**config.mk**
```make
export PLATFORM = sky130hd
export DESIGN_NAME = mem_port_arbiter_flat
export DESIGN_NICKNAME = d
export VERILOG_FILES = /design/src/rtl/mem_port_arbiter_pkg.sv /design/src/rtl/mem_port_arbiter_if.sv /design/src/rtl/mem_port_arbiter.sv /design/src/flat_wrapper.sv
export SDC_FILE = /design/constraint.sdc
export NUM_CORES = 1
export LEC_CHECK = 0
export CAP_MARGIN = 20
export CORE_UTILIZATION = 35
export DETAILED_ROUTE_END_ITERATION = 8
export PLACE_DENSITY = 0.81
export SKIP_CTS_REPAIR_TIMING = 1
export SLEW_MARGIN = 5
export SYNTH_ARGS = -nofsm -noshare
export SYNTH_HDL_FRONTEND = slang
export SYNTH_SLANG_ARGS = --single-unit
```
**constraint.sdc**
```tcl
create_clock -name clk -period 2.4 [get_ports clk]
set_clock_uncertainty 0.1 [all_clocks]
set_input_delay 0.24 -clock clk [delete_from_list [all_inputs] [get_ports clk]]
set_output_delay 0.24 -clock clk [all_outputs]
set_load 0.005 [all_outputs]
```
**src/rtl/mem_port_arbiter_pkg.sv**
```systemverilog
// Shared types for the memory-port arbiter: controller states and
// transaction owner encoding.
package mem_arb_pkg;

  // Controller states. Only IDLE accepts requests; ACCESS is the single
  // strobe cycle, WAIT covers the remaining read latency and RESP returns
  // the response pulse to the owner.
  typedef enum logic [1:0] {
    IDLE   = 2'd0,
    ACCESS = 2'd1,
    WAIT   = 2'd2,
    RESP   = 2'd3
  } arb_state_e;

  // Which requester owns the transaction in flight.
  typedef enum logic {
    OWN_IF = 1'b0,
    OWN_D  = 1'b1
  } owner_e;

endpackage : mem_arb_pkg

```
**src/rtl/mem_port_arbiter_if.sv**
```systemverilog
// Bundle of the fetch, data and memory-side signals around the arbiter.
// slave  : arbiter view (consumes requests, drives responses and memory)
// master : environment view (requesters plus memory model)
interface mem_port_arbiter_if #(
  parameter int AWIDTH = 32,
  parameter int DWIDTH = 32
);

  // Fetch requester
  logic              if_req_valid_i;
  logic [AWIDTH-1:0] if_req_addr_i;
  logic              if_req_ready_o;
  logic              if_rsp_valid_o;
  logic [DWIDTH-1:0] if_rsp_data_o;

  // Data (load/store) requester
  logic              d_req_valid_i;
  logic              d_req_we_i;
  logic [AWIDTH-1:0] d_req_addr_i;
  logic [DWIDTH-1:0] d_req_wdata_i;
  logic              d_req_ready_o;
  logic              d_rsp_valid_o;
  logic [DWIDTH-1:0] d_rsp_data_o;

  // Memory port
  logic [AWIDTH-1:0] mem_addr_o;
  logic [DWIDTH-1:0] mem_wdata_o;
  logic              mem_read_en_o;
  logic              mem_write_en_o;
  logic [DWIDTH-1:0] mem_rdata_i;

  // Status
  logic              busy_o;

  modport slave (
    input  if_req_valid_i, if_req_addr_i,
    output if_req_ready_o, if_rsp_valid_o, if_rsp_data_o,
    input  d_req_valid_i, d_req_we_i, d_req_addr_i, d_req_wdata_i,
    output d_req_ready_o, d_rsp_valid_o, d_rsp_data_o,
    output mem_addr_o, mem_wdata_o, mem_read_en_o, mem_write_en_o,
    input  mem_rdata_i,
    output busy_o
  );

  modport master (
    output if_req_valid_i, if_req_addr_i,
    input  if_req_ready_o, if_rsp_valid_o, if_rsp_data_o,
    output d_req_valid_i, d_req_we_i, d_req_addr_i, d_req_wdata_i,
    input  d_req_ready_o, d_rsp_valid_o, d_rsp_data_o,
    input  mem_addr_o, mem_wdata_o, mem_read_en_o, mem_write_en_o,
    output mem_rdata_i,
    input  busy_o
  );

endinterface : mem_port_arbiter_if

```
**src/rtl/mem_port_arbiter.sv**
```systemverilog
// Arbitrates one memory port between instruction fetch and the data
// load/store unit. One transaction in flight, fixed read latency, data side
// preferred unless fetch has lost STARVE_MAX consecutive arbitrations.
module mem_port_arbiter
  import mem_arb_pkg::*;
#(
  parameter int AWIDTH     = 32,
  parameter int DWIDTH     = 32,
  parameter int READ_LAT   = 1,
  parameter int STARVE_MAX = 4
) (
  input  logic              clk,
  input  logic              rst,
  mem_port_arbiter_if.slave bus
);

  localparam int LW = (READ_LAT > 1) ? $clog2(READ_LAT) : 1;
  localparam int SW = $clog2(STARVE_MAX + 1);

  localparam logic [LW-1:0] LAT_LOAD  = LW'(READ_LAT - 1);
  localparam logic [SW-1:0] STARVE_HI = SW'(STARVE_MAX);

  arb_state_e        state_q, state_d;
  owner_e            owner_q, owner_d;
  logic              we_q, we_d;
  logic [AWIDTH-1:0] addr_q, addr_d;
  logic [DWIDTH-1:0] wdata_q, wdata_d;
  logic [SW-1:0]     starve_q, starve_d;
  logic [LW-1:0]     lat_q, lat_d;

  logic              force_if;

  // State and transaction registers; reset drops any in-flight transaction.
  always_ff @(posedge clk or negedge rst) begin
    if (!rst) begin
      state_q  <= IDLE;
      owner_q  <= OWN_IF;
      we_q     <= 1'b0;
      addr_q   <= '0;
      wdata_q  <= '0;
      starve_q <= '0;
      lat_q    <= '0;
    end else begin
      state_q  <= state_d;
      owner_q  <= owner_d;
      we_q     <= we_d;
      addr_q   <= addr_d;
      wdata_q  <= wdata_d;
      starve_q <= starve_d;
      lat_q    <= lat_d;
    end
  end

  // Fetch is forced to win once it has been starved to the limit.
  always_comb begin
    force_if = bus.if_req_valid_i && (starve_q == STARVE_HI);
  end

  // Next-state logic: arbitration and readies in IDLE, sequencing afterwards.
  always_comb begin
    state_d           = state_q;
    owner_d           = owner_q;
    we_d              = we_q;
    addr_d            = addr_q;
    wdata_d           = wdata_q;
    starve_d          = starve_q;
    lat_d             = lat_q;
    bus.if_req_ready_o = 1'b0;
    bus.d_req_ready_o  = 1'b0;

    unique case (state_q)
      IDLE: begin
        if (bus.d_req_valid_i && !force_if) begin
          bus.d_req_ready_o = 1'b1;
          owner_d           = OWN_D;
          we_d              = bus.d_req_we_i;
          addr_d            = bus.d_req_addr_i;
          wdata_d           = bus.d_req_wdata_i;
          state_d           = ACCESS;
          if (bus.if_req_valid_i && (starve_q != STARVE_HI)) begin
            starve_d = starve_q + SW'(1);
          end
        end else if (bus.if_req_valid_i) begin
          bus.if_req_ready_o = 1'b1;
          owner_d            = OWN_IF;
          we_d               = 1'b0;
          addr_d             = bus.if_req_addr_i;
          starve_d           = '0;
          state_d            = ACCESS;
        end
      end

      ACCESS: begin
        if (we_q) begin
          state_d = RESP;
        end else begin
          lat_d   = LAT_LOAD;
          state_d = (READ_LAT > 1) ? WAIT : RESP;
        end
      end

      // The counter holds the cycles still to wait including this one; leave
      // when it would reach zero so that RESP lands READ_LAT cycles after the
      // read strobe, which is when the memory data is valid.
      WAIT: begin
        lat_d = lat_q - LW'(1);
        if (lat_q <= LW'(1)) begin
          state_d = RESP;
        end
      end

      RESP: begin
        state_d = IDLE;
      end

      default: begin
        state_d = IDLE;
      end
    endcase
  end

  // Output decode from registered state; memory address/data come straight
  // from the transaction registers.
  always_comb begin
    bus.mem_addr_o     = addr_q;
    bus.mem_wdata_o    = wdata_q;
    bus.mem_read_en_o  = 1'b0;
    bus.mem_write_en_o = 1'b0;
    bus.if_rsp_valid_o = 1'b0;
    bus.if_rsp_data_o  = '0;
    bus.d_rsp_valid_o  = 1'b0;
    bus.d_rsp_data_o   = '0;
    bus.busy_o         = (state_q != IDLE);

    if (state_q == ACCESS) begin
      bus.mem_read_en_o  = !we_q;
      bus.mem_write_en_o = we_q;
    end

    if (state_q == RESP) begin
      if (owner_q == OWN_IF) begin
        bus.if_rsp_valid_o = 1'b1;
        bus.if_rsp_data_o  = bus.mem_rdata_i;
      end else begin
        bus.d_rsp_valid_o = 1'b1;
        bus.d_rsp_data_o  = we_q ? '0 : bus.mem_rdata_i;
      end
    end
  end

endmodule : mem_port_arbiter

```
**src/flat_wrapper.sv**
```systemverilog
// flat-port wrapper written by rule: the top's interface ports become plain ports
module mem_port_arbiter_flat import mem_arb_pkg::*;
#(
  parameter int AWIDTH     = 32,
  parameter int DWIDTH     = 32,
  parameter int READ_LAT   = 1,
  parameter int STARVE_MAX = 4
)
  (clk, rst, bus_if_req_valid_i, bus_if_req_addr_i, bus_if_req_ready_o, bus_if_rsp_valid_o, bus_if_rsp_data_o, bus_d_req_valid_i, bus_d_req_we_i, bus_d_req_addr_i, bus_d_req_wdata_i, bus_d_req_ready_o, bus_d_rsp_valid_o, bus_d_rsp_data_o, bus_mem_addr_o, bus_mem_wdata_o, bus_mem_read_en_o, bus_mem_write_en_o, bus_mem_rdata_i, bus_busy_o);
  mem_port_arbiter_if #(.AWIDTH(AWIDTH), .DWIDTH(DWIDTH)) bus_i ();
  input  logic clk;
  input  logic rst;
  input wire logic [$bits(bus_i.if_req_valid_i)-1:0] bus_if_req_valid_i;
  input wire logic [$bits(bus_i.if_req_addr_i)-1:0] bus_if_req_addr_i;
  output wire logic [$bits(bus_i.if_req_ready_o)-1:0] bus_if_req_ready_o;
  output wire logic [$bits(bus_i.if_rsp_valid_o)-1:0] bus_if_rsp_valid_o;
  output wire logic [$bits(bus_i.if_rsp_data_o)-1:0] bus_if_rsp_data_o;
  input wire logic [$bits(bus_i.d_req_valid_i)-1:0] bus_d_req_valid_i;
  input wire logic [$bits(bus_i.d_req_we_i)-1:0] bus_d_req_we_i;
  input wire logic [$bits(bus_i.d_req_addr_i)-1:0] bus_d_req_addr_i;
  input wire logic [$bits(bus_i.d_req_wdata_i)-1:0] bus_d_req_wdata_i;
  output wire logic [$bits(bus_i.d_req_ready_o)-1:0] bus_d_req_ready_o;
  output wire logic [$bits(bus_i.d_rsp_valid_o)-1:0] bus_d_rsp_valid_o;
  output wire logic [$bits(bus_i.d_rsp_data_o)-1:0] bus_d_rsp_data_o;
  output wire logic [$bits(bus_i.mem_addr_o)-1:0] bus_mem_addr_o;
  output wire logic [$bits(bus_i.mem_wdata_o)-1:0] bus_mem_wdata_o;
  output wire logic [$bits(bus_i.mem_read_en_o)-1:0] bus_mem_read_en_o;
  output wire logic [$bits(bus_i.mem_write_en_o)-1:0] bus_mem_write_en_o;
  input wire logic [$bits(bus_i.mem_rdata_i)-1:0] bus_mem_rdata_i;
  output wire logic [$bits(bus_i.busy_o)-1:0] bus_busy_o;
  assign bus_i.if_req_valid_i = bus_if_req_valid_i;
  assign bus_i.if_req_addr_i = bus_if_req_addr_i;
  assign bus_if_req_ready_o = bus_i.if_req_ready_o;
  assign bus_if_rsp_valid_o = bus_i.if_rsp_valid_o;
  assign bus_if_rsp_data_o = bus_i.if_rsp_data_o;
  assign bus_i.d_req_valid_i = bus_d_req_valid_i;
  assign bus_i.d_req_we_i = bus_d_req_we_i;
  assign bus_i.d_req_addr_i = bus_d_req_addr_i;
  assign bus_i.d_req_wdata_i = bus_d_req_wdata_i;
  assign bus_d_req_ready_o = bus_i.d_req_ready_o;
  assign bus_d_rsp_valid_o = bus_i.d_rsp_valid_o;
  assign bus_d_rsp_data_o = bus_i.d_rsp_data_o;
  assign bus_mem_addr_o = bus_i.mem_addr_o;
  assign bus_mem_wdata_o = bus_i.mem_wdata_o;
  assign bus_mem_read_en_o = bus_i.mem_read_en_o;
  assign bus_mem_write_en_o = bus_i.mem_write_en_o;
  assign bus_i.mem_rdata_i = bus_mem_rdata_i;
  assign bus_busy_o = bus_i.busy_o;
  mem_port_arbiter #(.AWIDTH(AWIDTH), .DWIDTH(DWIDTH), .READ_LAT(READ_LAT), .STARVE_MAX(STARVE_MAX)) u_core (.clk(clk), .rst(rst), .bus(bus_i));
endmodule
```
Yosys cells after proc, flatten, opt, wreduce, memory -nomap -nowiden
Cells that the tools add are included.
- $add $sub $neg: 2
- order comparisons: 1
- equality and inequality tests: 9
- muxes and demuxes: 30
- reductions and logical operators: 14
- operators with widths (operator ; count):
    32-bit two-way mux ; 7
    1-bit two-way mux ; 15
    3-bit two-way mux ; 3
    2-bit one-hot mux with 4 select lines ; 1
    2-bit AND reduction ; 4
    2-bit two-way mux ; 3
    2-bit nonzero test ; 3
    2-bit equality test, second input constant ; 2
    2-bit != test, second input constant ; 2
    3-bit by 1-bit adder with 3-bit output, second input constant ; 1
    3-bit equality test, second input constant ; 1
    1-bit logical AND ; 3
    3-bit by 2-bit != test with 1-bit output, second input constant ; 1
    3-bit != test, second input constant ; 1
    3-bit AND reduction ; 1
    2-bit by 1-bit equality test with 1-bit output, second input constant ; 1
    1-bit logical NOT ; 2
    2-bit logical NOT ; 1
    2-bit by 1-bit != test with 1-bit output, second input constant ; 1
    1-bit one-hot mux with 2 select lines ; 1
    1-bit less-or-equal comparator, second input constant ; 1
    1-bit subtractor, second input constant ; 1
- register bits: 72
- bits of input ports: 133
- output and inout port bits: 135
- word-level logic and storage cells: 63

Depth between registers and ports, before layout
Gate-level depths: netlist of the first run.
- word-level depth: 6
- gate-level depth with buffers: 7
- gate-level depth less buffers: 5

Least setup slack after synthesis of the first run
No wires, ideal clock.
- kind: register to register
- from: register u_core.state_q[0]
- to: register u_core.state_q[1]
- setup time: 0.125 ns
- arrival time: 1.516 ns
- path slack: 0.659 ns
- stages on the path, launching flop included: 7
- period minus slack after synthesis: 1.741 ns
- cells stage by stage: dfrtp_1 inv_1 ha_1 buf_2 inv_1 nor3_1 mux2_2
- word-level cells in the longest chain between the ends: 3
- elaborated cells between the ends (all ways): 8
- RTL lines (element ; line ; source):
    start: declaration ; mem_port_arbiter.sv:23 ; arb_state_e state_q, state_d;
    start signal: assignment ; mem_port_arbiter.sv:44 ; state_q <= state_d;
    2-bit equality test / 2-bit logical NOT (equally long branches) ; mem_port_arbiter.sv:71 ; unique case (state_q)
    2-bit by 1-bit != test with 1-bit output (no source line) / 3-bit by 2-bit != test with 1-bit output (equally long branches) ; - ;
    2-bit AND reduction (no source line) ; - ;
Several ways; a longest one is shown, not always the timed one.
A chain may end at the register's enable or synchronous reset.

Final worst setup path of the first run
- from: register u_core.state_q[1]
- to: output bus_d_rsp_data_o[24]
- word-level cells in the longest chain between the ends: 2
- RTL lines (element ; line ; source):
    2-bit equality test ; mem_port_arbiter.sv:140 ; if (state_q == RESP) begin
    32-bit two-way mux ; mem_port_arbiter.sv:140 ;
    end: declaration ; flat_wrapper.sv:24 ; output wire logic [$bits(bus_i.d_rsp_data_o)-1:0] bus_d_rsp_data_o;
Every way passes these cells.

==> impl_metrics.prom, run 1 <==
# TYPE chip_impl_metric gauge
chip_impl_metric{name="fillerInstances",unit=""} 863
chip_impl_metric{name="cp_data_required_time",unit="ns"} 2.06
chip_impl_metric{name="wl_per_cell",unit="µm"} 15.77
chip_impl_info{name="crit_path_top_delay_cell",value="sky130_fd_sc_hd__clkdlybuf4s50_1"} 1
chip_impl_info{name="tritoncts",value="yes"} 1
chip_impl_metric{name="synth_cells",unit=""} 368
chip_impl_metric{name="drt-initial-drc-count",unit=""} 165
chip_impl_info{name="grt_setup_unrepaired",value="yes"} 1
chip_impl_metric{name="grt_max_degree",unit=""} 40
chip_impl_metric{name="clk_pin_slew_worst_paths",unit="ns"} 0.08
chip_impl_metric{name="worst_slew_pin_slew",unit="ns"} 0.5077
chip_impl_metric{name="synth_warnings",unit=""} 0
chip_impl_metric{name="hold-worst-slack",unit="ns"} 0.1034
chip_impl_metric{name="post-route-util",unit="%"} 65.85
chip_impl_metric{name="clock_sink_count",unit=""} 71
chip_impl_metric{name="ant_nets",unit=""} 0
chip_impl_metric{name="placement.io_buffers",unit=""} 267
chip_impl_metric{name="setup_tns",unit="ns"} 0
chip_impl_metric{name="power_leakage",unit="nW"} 2.825
chip_impl_metric{name="place_congestion",unit=""} 0.8049
chip_impl_metric{name="cpPeakStageDelay",unit="ns"} 0.50
chip_impl_metric{name="synth.lib_cells_used.distinct",unit=""} 29
chip_impl_metric{name="footprint_of_the_multi_input_gates",unit="µm²"} 1810
chip_impl_info{name="crit_path_cell_trace",value="ha_1 > and2_1 > nor2b_4 > buf_6 > and2_1 > clkdlybuf4s50_1"} 1
chip_impl_info{name="layout.cells.most_common_list",value="sky130_fd_sc_hd__clkdlybuf4s50_1, sky130_fd_sc_hd__dfrtp_1, sky130_fd_sc_hd__nand2_1"} 1
chip_impl_info{name="setup.worst_path.start_class",value="register"} 1
chip_impl_metric{name="timing.critical_path.arrival",unit="ns"} 2.04
chip_impl_info{name="hold_class",value="primary input to async pin"} 1
chip_impl_metric{name="top_level_ports",unit=""} 268
chip_impl_metric{name="layout_min_cycle_time",unit="ns"} 2.384
chip_impl_metric{name="sequential_cell_area",unit="µm²"} 1777
chip_impl_metric{name="core_area",unit="µm²"} 10370
chip_impl_info{name="run_status",value="finished, final reports clean"} 1
chip_impl_metric{name="grt_overflow",unit=""} 0
chip_impl_metric{name="grt_pass1_vias",unit=""} 3743
chip_impl_metric{name="syn_avg_cell_area",unit="µm²"} 10.22
chip_impl_metric{name="die_h",unit="µm"} 105.7
chip_impl_metric{name="detail_route.vias_per_cell",unit=""} 4.859
chip_impl_metric{name="final_hold_viol_count",unit=""} 0
chip_impl_metric{name="post_route_wl",unit="mm"} 12.22
chip_impl_metric{name="power.ir.vdd_worst",unit="mV"} 0.5549
chip_impl_metric{name="initial_antenna_violation_count",unit=""} 0
chip_impl_metric{name="setup_viol",unit=""} 0
chip_impl_metric{name="timing.final.crit_share",unit="%"} 99.33
chip_impl_metric{name="route.vias.total",unit=""} 3766
chip_impl_metric{name="cts-buffers-inserted",unit=""} 9
chip_impl_metric{name="drc",unit=""} 0
chip_impl_metric{name="design_power_total",unit="W"} 0.007002
chip_impl_metric{name="area_after_detailed_placement",unit="µm²"} 6574
chip_impl_metric{name="n_antenna_cell",unit=""} 0
chip_impl_info{name="critPathMostFrequentCell",value="sky130_fd_sc_hd__and2_1"} 1
chip_impl_metric{name="final_layout_size_suffix_gt1_share",unit="%"} 11.42
chip_impl_metric{name="initial_utilization",unit="%"} 36.27
chip_impl_metric{name="cp_num_buf_inv",unit=""} 2
chip_impl_metric{name="highest_fanout_seen_on_the_critical_path",unit=""} 16
chip_impl_metric{name="h-tree-depth",unit=""} 3
chip_impl_metric{name="firstDrtPassIters",unit=""} 4
chip_impl_metric{name="yosys_register_bits",unit=""} 71
chip_impl_metric{name="synth.cell_area",unit="µm²"} 3761
chip_impl_metric{name="relSlewSlack",unit="%"} 66.15
chip_impl_metric{name="dieArea",unit="µm²"} 11170
chip_impl_info{name="ctsRootBufferMaster",value="sky130_fd_sc_hd__clkbuf_8"} 1
chip_impl_metric{name="finish.net_count",unit=""} 773
chip_impl_info{name="critical_path.top_delay_family",value="buffers and inverters"} 1
chip_impl_metric{name="row_count",unit=""} 37
chip_impl_metric{name="synth_nets",unit=""} 507
chip_impl_metric{name="clk_path_buf_depth",unit=""} 2
chip_impl_metric{name="stdcell_area",unit="µm²"} 6829
chip_impl_metric{name="seq_area_frac_synth",unit="%"} 47.24
chip_impl_info{name="final_common_cell",value="sky130_fd_sc_hd__clkdlybuf4s50_1"} 1
chip_impl_metric{name="die_w",unit="µm"} 105.7
chip_impl_metric{name="areal_power_density_over_the_cells",unit="nW/µm²"} 1025
chip_impl_metric{name="timing_max_transition_violations_final",unit=""} 0
chip_impl_metric{name="max_freq",unit="GHz"} 0.4195
chip_impl_metric{name="clk-insertion-delay-late",unit="ns"} 0.35
chip_impl_metric{name="dp_hpwl",unit="mm"} 9.431
chip_impl_metric{name="cap_viol_max_count",unit=""} 0
chip_impl_metric{name="grt_util_all_layers",unit="%"} 21.30
chip_impl_metric{name="syn2layout_area_growth",unit="%"} 81.57
chip_impl_info{name="setup.worst_path.class",value="register to output pin"} 1
chip_impl_info{name="cp-end-kind",value="output pin"} 1
chip_impl_metric{name="grt_first_pass_wirelength",unit="mm"} 18.71
metrics by stage:
step,cells,setup WS [ns]
2_1_floorplan,368,0.6593
3_3_place_gp,755,0.3844
3_5_place_dp,755,0.3177
4_1_cts,771,-0.06752
5_1_grt,775,-0.07393
6_report,775,0.01605
synth_stat cells:
| library cell | count | area share, % |
|---|---|---|
| sky130_fd_sc_hd__dfrtp_1 | 71 | 47 |
| sky130_fd_sc_hd__nand2_1 | 69 | 6.9 |
| sky130_fd_sc_hd__and2_1 | 67 | 11 |
| sky130_fd_sc_hd__nand4_1 | 32 | 5.3 |
| sky130_fd_sc_hd__o211ai_1 | 32 | 6.4 |
| sky130_fd_sc_hd__mux2_4 | 27 | 11 |
| sky130_fd_sc_hd__clkbuf_1 | 20 | 2.0 |
| sky130_fd_sc_hd__buf_2 | 7 | 0.93 |
| sky130_fd_sc_hd__inv_1 | 7 | 0.70 |
| sky130_fd_sc_hd__ha_1 | 6 | 2.0 |
| sky130_fd_sc_hd__mux2_2 | 6 | 1.8 |
| sky130_fd_sc_hd__buf_6 | 4 | 1.2 |
| sky130_fd_sc_hd__nor2b_1 | 3 | 0.50 |
| sky130_fd_sc_hd__o21ai_0 | 2 | 0.27 |
| sky130_fd_sc_hd__a21o_1 | 1 | 0.20 |
| sky130_fd_sc_hd__a21oi_1 | 1 | 0.13 |
| sky130_fd_sc_hd__a31o_2 | 1 | 0.23 |
| sky130_fd_sc_hd__a31oi_1 | 1 | 0.17 |
| sky130_fd_sc_hd__and3_1 | 1 | 0.17 |
| sky130_fd_sc_hd__buf_4 | 1 | 0.20 |
| sky130_fd_sc_hd__mux2i_1 | 1 | 0.27 |
| sky130_fd_sc_hd__nand3_1 | 1 | 0.13 |
| sky130_fd_sc_hd__nand3_4 | 1 | 0.47 |
| sky130_fd_sc_hd__nor2_1 | 1 | 0.10 |
| sky130_fd_sc_hd__nor3_1 | 1 | 0.13 |
| sky130_fd_sc_hd__o21a_1 | 1 | 0.20 |
| sky130_fd_sc_hd__o21ai_1 | 1 | 0.13 |
| sky130_fd_sc_hd__o22ai_1 | 1 | 0.17 |
| sky130_fd_sc_hd__or3_1 | 1 | 0.17 |
path summary, 6_finish.rpt:
kind / startpoint / end / slack, ns / cells past startpoint
max: u_core.state_q[1]$_DFFE_PN0P_ / bus_d_rsp_data_o[24] / 0.02 / 6
min: rst / u_core.bus.mem_addr_o[15]$_DFFE_PN0P_ / 0.10 / 2
min in group clk: bus_if_req_addr_i[17] / u_core.bus.mem_addr_o[17]$_DFFE_PN0P_ / 0.35 / 3
min reg2reg: u_core.bus.mem_addr_o[16]$_DFFE_PN0P_ / u_core.bus.mem_addr_o[16]$_DFFE_PN0P_ / 0.40 / 2
max in group asynchronous: rst / u_core.bus.mem_wdata_o[2]$_DFFE_PN0P_ / 1.41 / 3
max reg2reg: u_core.state_q[1]$_DFFE_PN0P_ / u_core.state_q[1]$_DFFE_PN0P_ / 0.27 / 7
cell families after synthesis:
family,count (synthesis),synth area share [%]
buffers and inverters,39,5.023
multiplexers,34,12.84
adder cells (fa/ha/maj),6,1.996
flip-flops,71,47.24
AO/OA/AOI/OAI,41,7.884
AND/OR/NAND/NOR,177,25.02
layout make-up:
| cell class | instances | area share (%) |
|---|---|---|
| Timing Repair Buffer | 287 | 41.81 |
| Multi-Input combinational cell | 258 | 26.51 |
| Sequential cell | 71 | 26.02 |
| Tap cell | 136 | 2.492 |
| Clock buffer | 12 | 2.125 |
| Clock inverter | 4 | 0.6596 |
| Inverter | 7 | 0.3848 |
metal layers:
layer  GRT usage [%]  vias to the layer above  part of all wire, %
li1                -                     1794                    -
met1           22.83                     1756                   36
met2           38.80                      189                   53
met3           5.380                       27                  8.3
met4           10.22                        0                  3.0
met5               0                        -                    0
worst register-to-register path, delay by kind of cell (launching register included):
kind / cells / cell delay, ns
buf+inv: 4 / 0.51
flops: 1 / 0.42
fa+ha+maj: 1 / 0.22
simple gates: 1 / 0.40
mux: 1 / 0.38
state kept, by name, indices dropped and copies added, names as in the netlist:
register	cells
u_core.bus.mem_addr_o	32
u_core.bus.mem_wdata_o	32
u_core.starve_q	3
u_core.state_q	2
u_core.owner_q	1
u_core.we_q	1
power breakdown:
part | internal, W | switching [W] | total, W | leakage, nW
logic | 0.00251 | 0.00140 | 0.00391 | 1.86
clock network | 0.000504 | 0.000436 | 0.000940 | 0.100
registers | 0.00180 | 0.000353 | 0.00215 | 0.861
No activity file was read; power rests on OpenSTA's default activity.
==> run 2, diff against run 1 <==
--- a/config.mk
+++ b/config.mk
@@ -6,9 +6,9 @@
 export NUM_CORES = 1
 export LEC_CHECK = 0
 export CAP_MARGIN = 20
-export CORE_UTILIZATION = 35
+export CORE_UTILIZATION = 28
 export DETAILED_ROUTE_END_ITERATION = 8
-export PLACE_DENSITY = 0.81
+export PLACE_DENSITY = 0.67
 export SKIP_CTS_REPAIR_TIMING = 1
 export SLEW_MARGIN = 5
 export SYNTH_ARGS = -nofsm -noshare
==> run 2 against run 1 <==
The run now ends with negative hold slack, negative setup slack left. Critical path depth is the same. Power grew 3.2%. Fmax shrank 0.97%. Setup slack lost 0.023 ns. Register-to-register slack gained 0.23 ns. Largest power group unchanged. Clock-buffer cell count shrank 1.
==> impl_metrics.prom, run 2 (synthesis results as in run 1) <==
# TYPE chip_impl_metric gauge
chip_impl_info{name="run_status",value="finished with violations"} 1
chip_impl_info{name="violations",value="negative hold slack, negative setup slack"} 1
chip_impl_metric{name="layout_min_cycle_time",unit="ns"} 2.407
chip_impl_metric{name="wl_per_cell",unit="µm"} 15.56
chip_impl_metric{name="cts-buffers-inserted",unit=""} 9
chip_impl_metric{name="relSlewSlack",unit="%"} 39.70
chip_impl_metric{name="timing_max_transition_violations_final",unit=""} 0
chip_impl_info{name="critPathMostFrequentCell",value="sky130_fd_sc_hd__and2_1"} 1
chip_impl_metric{name="stdcell_area",unit="µm²"} 6910
chip_impl_metric{name="firstDrtPassIters",unit=""} 4
chip_impl_metric{name="post-route-util",unit="%"} 53.67
chip_impl_metric{name="clk_pin_slew_worst_paths",unit="ns"} 0.05
chip_impl_metric{name="drt-initial-drc-count",unit=""} 104
chip_impl_metric{name="initial_antenna_violation_count",unit=""} 0
chip_impl_info{name="crit_path_top_delay_cell",value="sky130_fd_sc_hd__clkdlybuf4s50_1"} 1
chip_impl_metric{name="drc",unit=""} 0
chip_impl_info{name="rr_startpoint",value="u_core.state_q[0]$_DFFE_PN0P_"} 1
chip_impl_info{name="ctsRootBufferMaster",value="sky130_fd_sc_hd__clkbuf_16"} 1
chip_impl_metric{name="grt_max_degree",unit=""} 72
chip_impl_info{name="cp-end-kind",value="output pin"} 1
chip_impl_info{name="setup.worst_path.class",value="register to output pin"} 1
chip_impl_metric{name="hold-worst-slack",unit="ns"} -0.06717
chip_impl_metric{name="die_h",unit="µm"} 117.9
chip_impl_info{name="setup.worst_path.start_class",value="register"} 1
chip_impl_metric{name="n_antenna_cell",unit=""} 0
chip_impl_metric{name="top_level_ports",unit=""} 268
chip_impl_info{name="hold_class",value="primary input to async pin"} 1
chip_impl_metric{name="die_w",unit="µm"} 117.9
chip_impl_info{name="final_common_cell",value="sky130_fd_sc_hd__clkdlybuf4s50_1"} 1
chip_impl_metric{name="grt_pass1_vias",unit=""} 3885
chip_impl_metric{name="final_layout_size_suffix_gt1_share",unit="%"} 10.62
chip_impl_metric{name="row_count",unit=""} 41
chip_impl_metric{name="initial_utilization",unit="%"} 29.21
chip_impl_metric{name="core_area",unit="µm²"} 12880
chip_impl_metric{name="clk_path_buf_depth",unit=""} 2
chip_impl_metric{name="placement.io_buffers",unit=""} 267
chip_impl_metric{name="timing.final.ws_setup",unit="ns"} -0.007272
chip_impl_metric{name="grt_overflow",unit=""} 0
chip_impl_metric{name="dpl.cell_count",unit=""} 789
chip_impl_info{name="layout.cells.most_common_list",value="sky130_fd_sc_hd__clkdlybuf4s50_1, sky130_fd_sc_hd__dfrtp_1, sky130_fd_sc_hd__nand2_1"} 1
chip_impl_metric{name="detail_route.vias_per_cell",unit=""} 4.614
chip_impl_metric{name="route.vias.total",unit=""} 3705
chip_impl_metric{name="areal_power_density_over_the_cells",unit="nW/µm²"} 1046
chip_impl_metric{name="worst_slew_pin_slew",unit="ns"} 0.9045
chip_impl_metric{name="final_hold_viol_count",unit=""} 71
chip_impl_info{name="grt_setup_unrepaired",value="yes"} 1
chip_impl_metric{name="cp_data_required_time",unit="ns"} 2.06
chip_impl_metric{name="finalNonFillerCells",unit=""} 803
chip_impl_metric{name="place_congestion",unit=""} 0.8196
chip_impl_metric{name="cpPeakStageDelay",unit="ns"} 0.49
chip_impl_metric{name="highest_fanout_seen_on_the_critical_path",unit=""} 16
chip_impl_metric{name="power_leakage",unit="nW"} 2.784
chip_impl_metric{name="finish.net_count",unit=""} 768
chip_impl_metric{name="grt_first_pass_wirelength",unit="mm"} 20.01
chip_impl_metric{name="dieArea",unit="µm²"} 13900
chip_impl_metric{name="timing.critical_path.arrival",unit="ns"} 2.07
chip_impl_metric{name="power.ir.vdd_worst",unit="mV"} 0.3835
chip_impl_metric{name="setup_viol",unit=""} 2
chip_impl_metric{name="clk-insertion-delay-late",unit="ns"} 0.33
chip_impl_info{name="crit_path_cell_trace",value="ha_1 > and2_1 > nor2b_4 > clkbuf_16 > and2_1 > clkdlybuf4s50_1"} 1
chip_impl_metric{name="ant_nets",unit=""} 0
chip_impl_info{name="tritoncts",value="yes"} 1
chip_impl_metric{name="grt_util_all_layers",unit="%"} 18.09
chip_impl_metric{name="post_route_wl",unit="mm"} 12.50
chip_impl_info{name="crit_path_start",value="u_core.state_q[0]$_DFFE_PN0P_"} 1
chip_impl_metric{name="cap_viol_max_count",unit=""} 0
chip_impl_metric{name="max_freq",unit="GHz"} 0.4154
chip_impl_metric{name="clock_sink_count",unit=""} 71
chip_impl_metric{name="syn2layout_area_growth",unit="%"} 83.73
chip_impl_metric{name="timing.final.crit_share",unit="%"} 100.3
chip_impl_metric{name="area_after_detailed_placement",unit="µm²"} 6619
chip_impl_metric{name="dp_hpwl",unit="mm"} 9.435
chip_impl_metric{name="h-tree-depth",unit=""} 3
-- run 2: cell count changes in the layout (fill, tap and decap cells not counted), sizes merged --
cell | previous run | this run
dlygate4sd3 | 1 | 0
clkdlybuf4s50 | 263 | 266
dlymetal6s2s | 3 | 0
clkinv | 3 | 2
bufinv | 1 | 0
buf | 20 | 15
-- run 2: metrics by stage --
stage          setup slack, ns  total power (W)   TNS (ns)
3_5_place_dp            0.2626         0.006044          0
4_1_cts               -0.06361         0.007262     -1.140
5_1_grt                -0.1079         0.007696     -2.925
2_1_floorplan           0.6593         0.003732          0
3_3_place_gp            0.2769         0.005978          0
6_report             -0.007272         0.007228  -0.009335
-- run 2: routing by layer --
layer | vias to the layer above | part of all wire [%] | track usage (%)
met3 | 25 | 6.6 | 4.554
li1 | 1782 | - | -
met1 | 1736 | 38 | 19.88
met4 | 0 | 2.4 | 7.772
met2 | 162 | 53 | 32.72
met5 | - | 0 | 0
-- run 2: layout make-up --
type	count	area, µm²
fillers	1141	5966
repair buffers	282	2829
multi-input cells	258	1810
flip-flops and latches	71	1777
clock buffers	11	242.7
well taps	172	215.2
inverters	7	26.28
clock inverters	2	10.01
-- run 2: path summary, 6_finish.rpt --
kind	end	slack (ns)	depth (start not counted)
min in group clk	u_core.we_q$_DFFE_PN0P_	0.37	3
max in group asynchronous	u_core.state_q[0]$_DFFE_PN0P_	1.67	1
setup / recovery	bus_d_rsp_data_o[3]	-0.007	6
hold / removal	u_core.bus.mem_wdata_o[15]$_DFFE_PN0P_	-0.07	1
setup reg to reg	u_core.bus.mem_addr_o[15]$_DFFE_PN0P_	0.50	7
hold reg to reg	u_core.bus.mem_addr_o[22]$_DFFE_PN0P_	0.39	2
-- run 2: worst max-delay path: cells and delay by family, from the launching register on --
kind	cells	cell delay [ns]
DFF	1	0.40
and+or+nand+nor	3	0.49
buffers and inverters	2	0.67
adders and majority gates	1	0.18
-- run 2: where the power goes --
part | leakage [nW] | internal [W] | switching [W] | total, W
clock | 0.127 | 0.000706 | 0.000472 | 0.00118
combinational | 1.80 | 0.00251 | 0.00140 | 0.00390
sequential | 0.861 | 0.00180 | 0.000346 | 0.00215
==> RTL change: new RTL, settings of run 2 <==
`DWIDTH` is set to 32 in 3 places; all go to 24.
--- a/src/rtl/mem_port_arbiter_if.sv
+++ b/src/rtl/mem_port_arbiter_if.sv
@@ -4,5 +4,5 @@
 interface mem_port_arbiter_if #(
   parameter int AWIDTH = 32,
-  parameter int DWIDTH = 32
+  parameter int DWIDTH = 24
 );
 
--- a/src/rtl/mem_port_arbiter.sv
+++ b/src/rtl/mem_port_arbiter.sv
@@ -6,5 +6,5 @@
 #(
   parameter int AWIDTH     = 32,
-  parameter int DWIDTH     = 32,
+  parameter int DWIDTH     = 24,
   parameter int READ_LAT   = 1,
   parameter int STARVE_MAX = 4
--- a/src/flat_wrapper.sv
+++ b/src/flat_wrapper.sv
@@ -3,5 +3,5 @@
 #(
   parameter int AWIDTH     = 32,
-  parameter int DWIDTH     = 32,
+  parameter int DWIDTH     = 24,
   parameter int READ_LAT   = 1,
   parameter int STARVE_MAX = 4
Interface: changed (5 resized); port bits go from 268 to 228. No check against the original RTL was run, so the function may have changed too.
==> RTL change against run 2 <==
Sequential cell count decreased by 8. Design area decreased by 11%. Largest power group unchanged. Total power decreased by 8.2%. Register-to-register slack got worse by 0.08 ns. Synthesized area decreased by 12%. Setup slack improved by 0.12 ns. Routed wire length decreased by 14%. Fmax increased by 5.3%. Largest cell class unchanged.
==> RTL change: results (changes against run 2) <==
cell_types_with_the_largest_area_share_after_synthesis: "sky130_fd_sc_hd__dfrtp_1, sky130_fd_sc_hd__and2_1, sky130_fd_sc_hd__nand2_1"
slew_headroom_pct: 52.40  # +13 points
worst_r2r_path_depth: 8  # +1
synthAdderAreaFrac_pct: 2.260  # +0.26 points
synth.cells.most_frequent: "sky130_fd_sc_hd__nand2_1, sky130_fd_sc_hd__dfrtp_1, sky130_fd_sc_hd__and2_1"
yosys_most_used_dff: "sky130_fd_sc_hd__dfrtp_1"
crit_arrival_ns: 1.95  # -0.12 ns
detail_route.wirelength_um: 10730  # -14%
cts_root_buffer: "sky130_fd_sc_hd__clkbuf_16"
fin_worst_hold_slack_ns: 0.3821  # +0.4493 ns
place.detailed.hpwl_um: 8405  # -11%
status: "finished clean"
via_per_inst: 4.697  # +1.8%
yosys.area_share.xor_xnor_pct: 0  # unchanged
clk_latency_ns: 0.32
clock_tree.htree_level_count: 3  # unchanged
syn_area_per_cell_sq_um: 9.976  # -2.4%
dpl_cell_area_sq_um: 5793  # -12%
pre_cts_ws_ns: -0.2563  # -0.5190 ns
power.share.switching_pct: 30.83  # +0.21 points
p_switching_mw: 2.046  # -7.6%
crit_path_max_fanout: 6  # -10
static-leakage-power_nw: 2.480  # -11%
numCtsBuffers: 9  # unchanged
grt_util_all_layers_pct: 17.78  # -0.31 points
launching_element_of_the_worst_setup_path: "u_core.starve_q[0]"
synth_nets: 456  # -10%
worst_r2r_startpoint: "u_core.state_q[0]"
pin_count_of_the_biggest_net_entering_global_routing: 35  # -51%
sequential_fraction_of_the_synthesis_area_pct: 47.46  # +0.22 points
power.ir.vdd_worst_mv: 0.4878  # +27%
flow.area_growth_from_synthesis_pct: 85.16
layout_cells_sized_above_1_pct: 12.48  # +1.9 points
post_synth_mux_area_share_pct: 10.70  # -2.1 points
synth_compound_gate_area_share_pct: 9.040  # +1.2 points
comb_cell_power_mw: 3.38  # -13%
final_critical_path_setup_slack_ns: 0.1146  # +0.1219 ns
r2r_setup_slack_ns: 0.42  # -0.08 ns
grt_pass1_vias: 3453  # -11%
grt_pass1_wl_um: 17530  # -12%
regToRegEndpoint: "u_core.bus.mem_addr_o[14]"
layout.cells.non_filler: 712  # -11%
min_path_type: "input port to flip-flop"
io_buffer_count: 227  # -15%
power.clock.fraction_pct: 20.3  # +4.0 points
first_iter_violations: 92  # -12%
endpoint: "bus_if_req_ready_o"
nFillCells: 1001  # -12%
routabilityCongestion: 0.8080  # -1.4%
num-nets-final: 687  # -11%
asyncSetResetFlopFracSynth_pct: 100.0  # unchanged
-- RTL change: cell count changes after synthesis --
cell	change
sky130_fd_sc_hd__and2_1	-16
sky130_fd_sc_hd__mux2_4	-10
sky130_fd_sc_hd__dfrtp_1	-8
sky130_fd_sc_hd__mux2_2	+2
sky130_fd_sc_hd__and3_1	-1
sky130_fd_sc_hd__and3_4	+1
sky130_fd_sc_hd__buf_2	-1
sky130_fd_sc_hd__buf_6	-1
sky130_fd_sc_hd__clkbuf_1	-1
sky130_fd_sc_hd__o21ai_1	-1
sky130_fd_sc_hd__o21ai_2	+1
-- RTL change: metal layers --
layer / vias to the layer above / global-route usage, % / share of wire, % / routed length [um]
met5: - / 0 / 0 / 0
met1: 1569 / 20.80 / 40 / 4260
met2: 150 / 31.76 / 52 / 5549
met3: 8 / 5.085 / 7.3 / 788
met4: 0 / 4.444 / 1.3 / 136
li1: 1617 / - / - / -
-- RTL change: critical path: stages, from the launching register on --
cell                              delay, ns
sky130_fd_sc_hd__dfrtp_1               0.38
sky130_fd_sc_hd__inv_1                 0.10
sky130_fd_sc_hd__ha_2                  0.20
sky130_fd_sc_hd__nand3_4               0.10
sky130_fd_sc_hd__and2_1                0.19
sky130_fd_sc_hd__nor2_2                0.14
sky130_fd_sc_hd__clkdlybuf4s50_1       0.52
-- RTL change: layout make-up --
type / count / area share [%]
Sequential cell: 63 / 25.63
Tap cell: 143 / 2.909
Clock inverter: 6 / 1.221
Multi-Input combinational cell: 234 / 25.87
Inverter: 7 / 0.4272
Clock buffer: 10 / 3.885
Timing Repair Buffer: 249 / 40.05
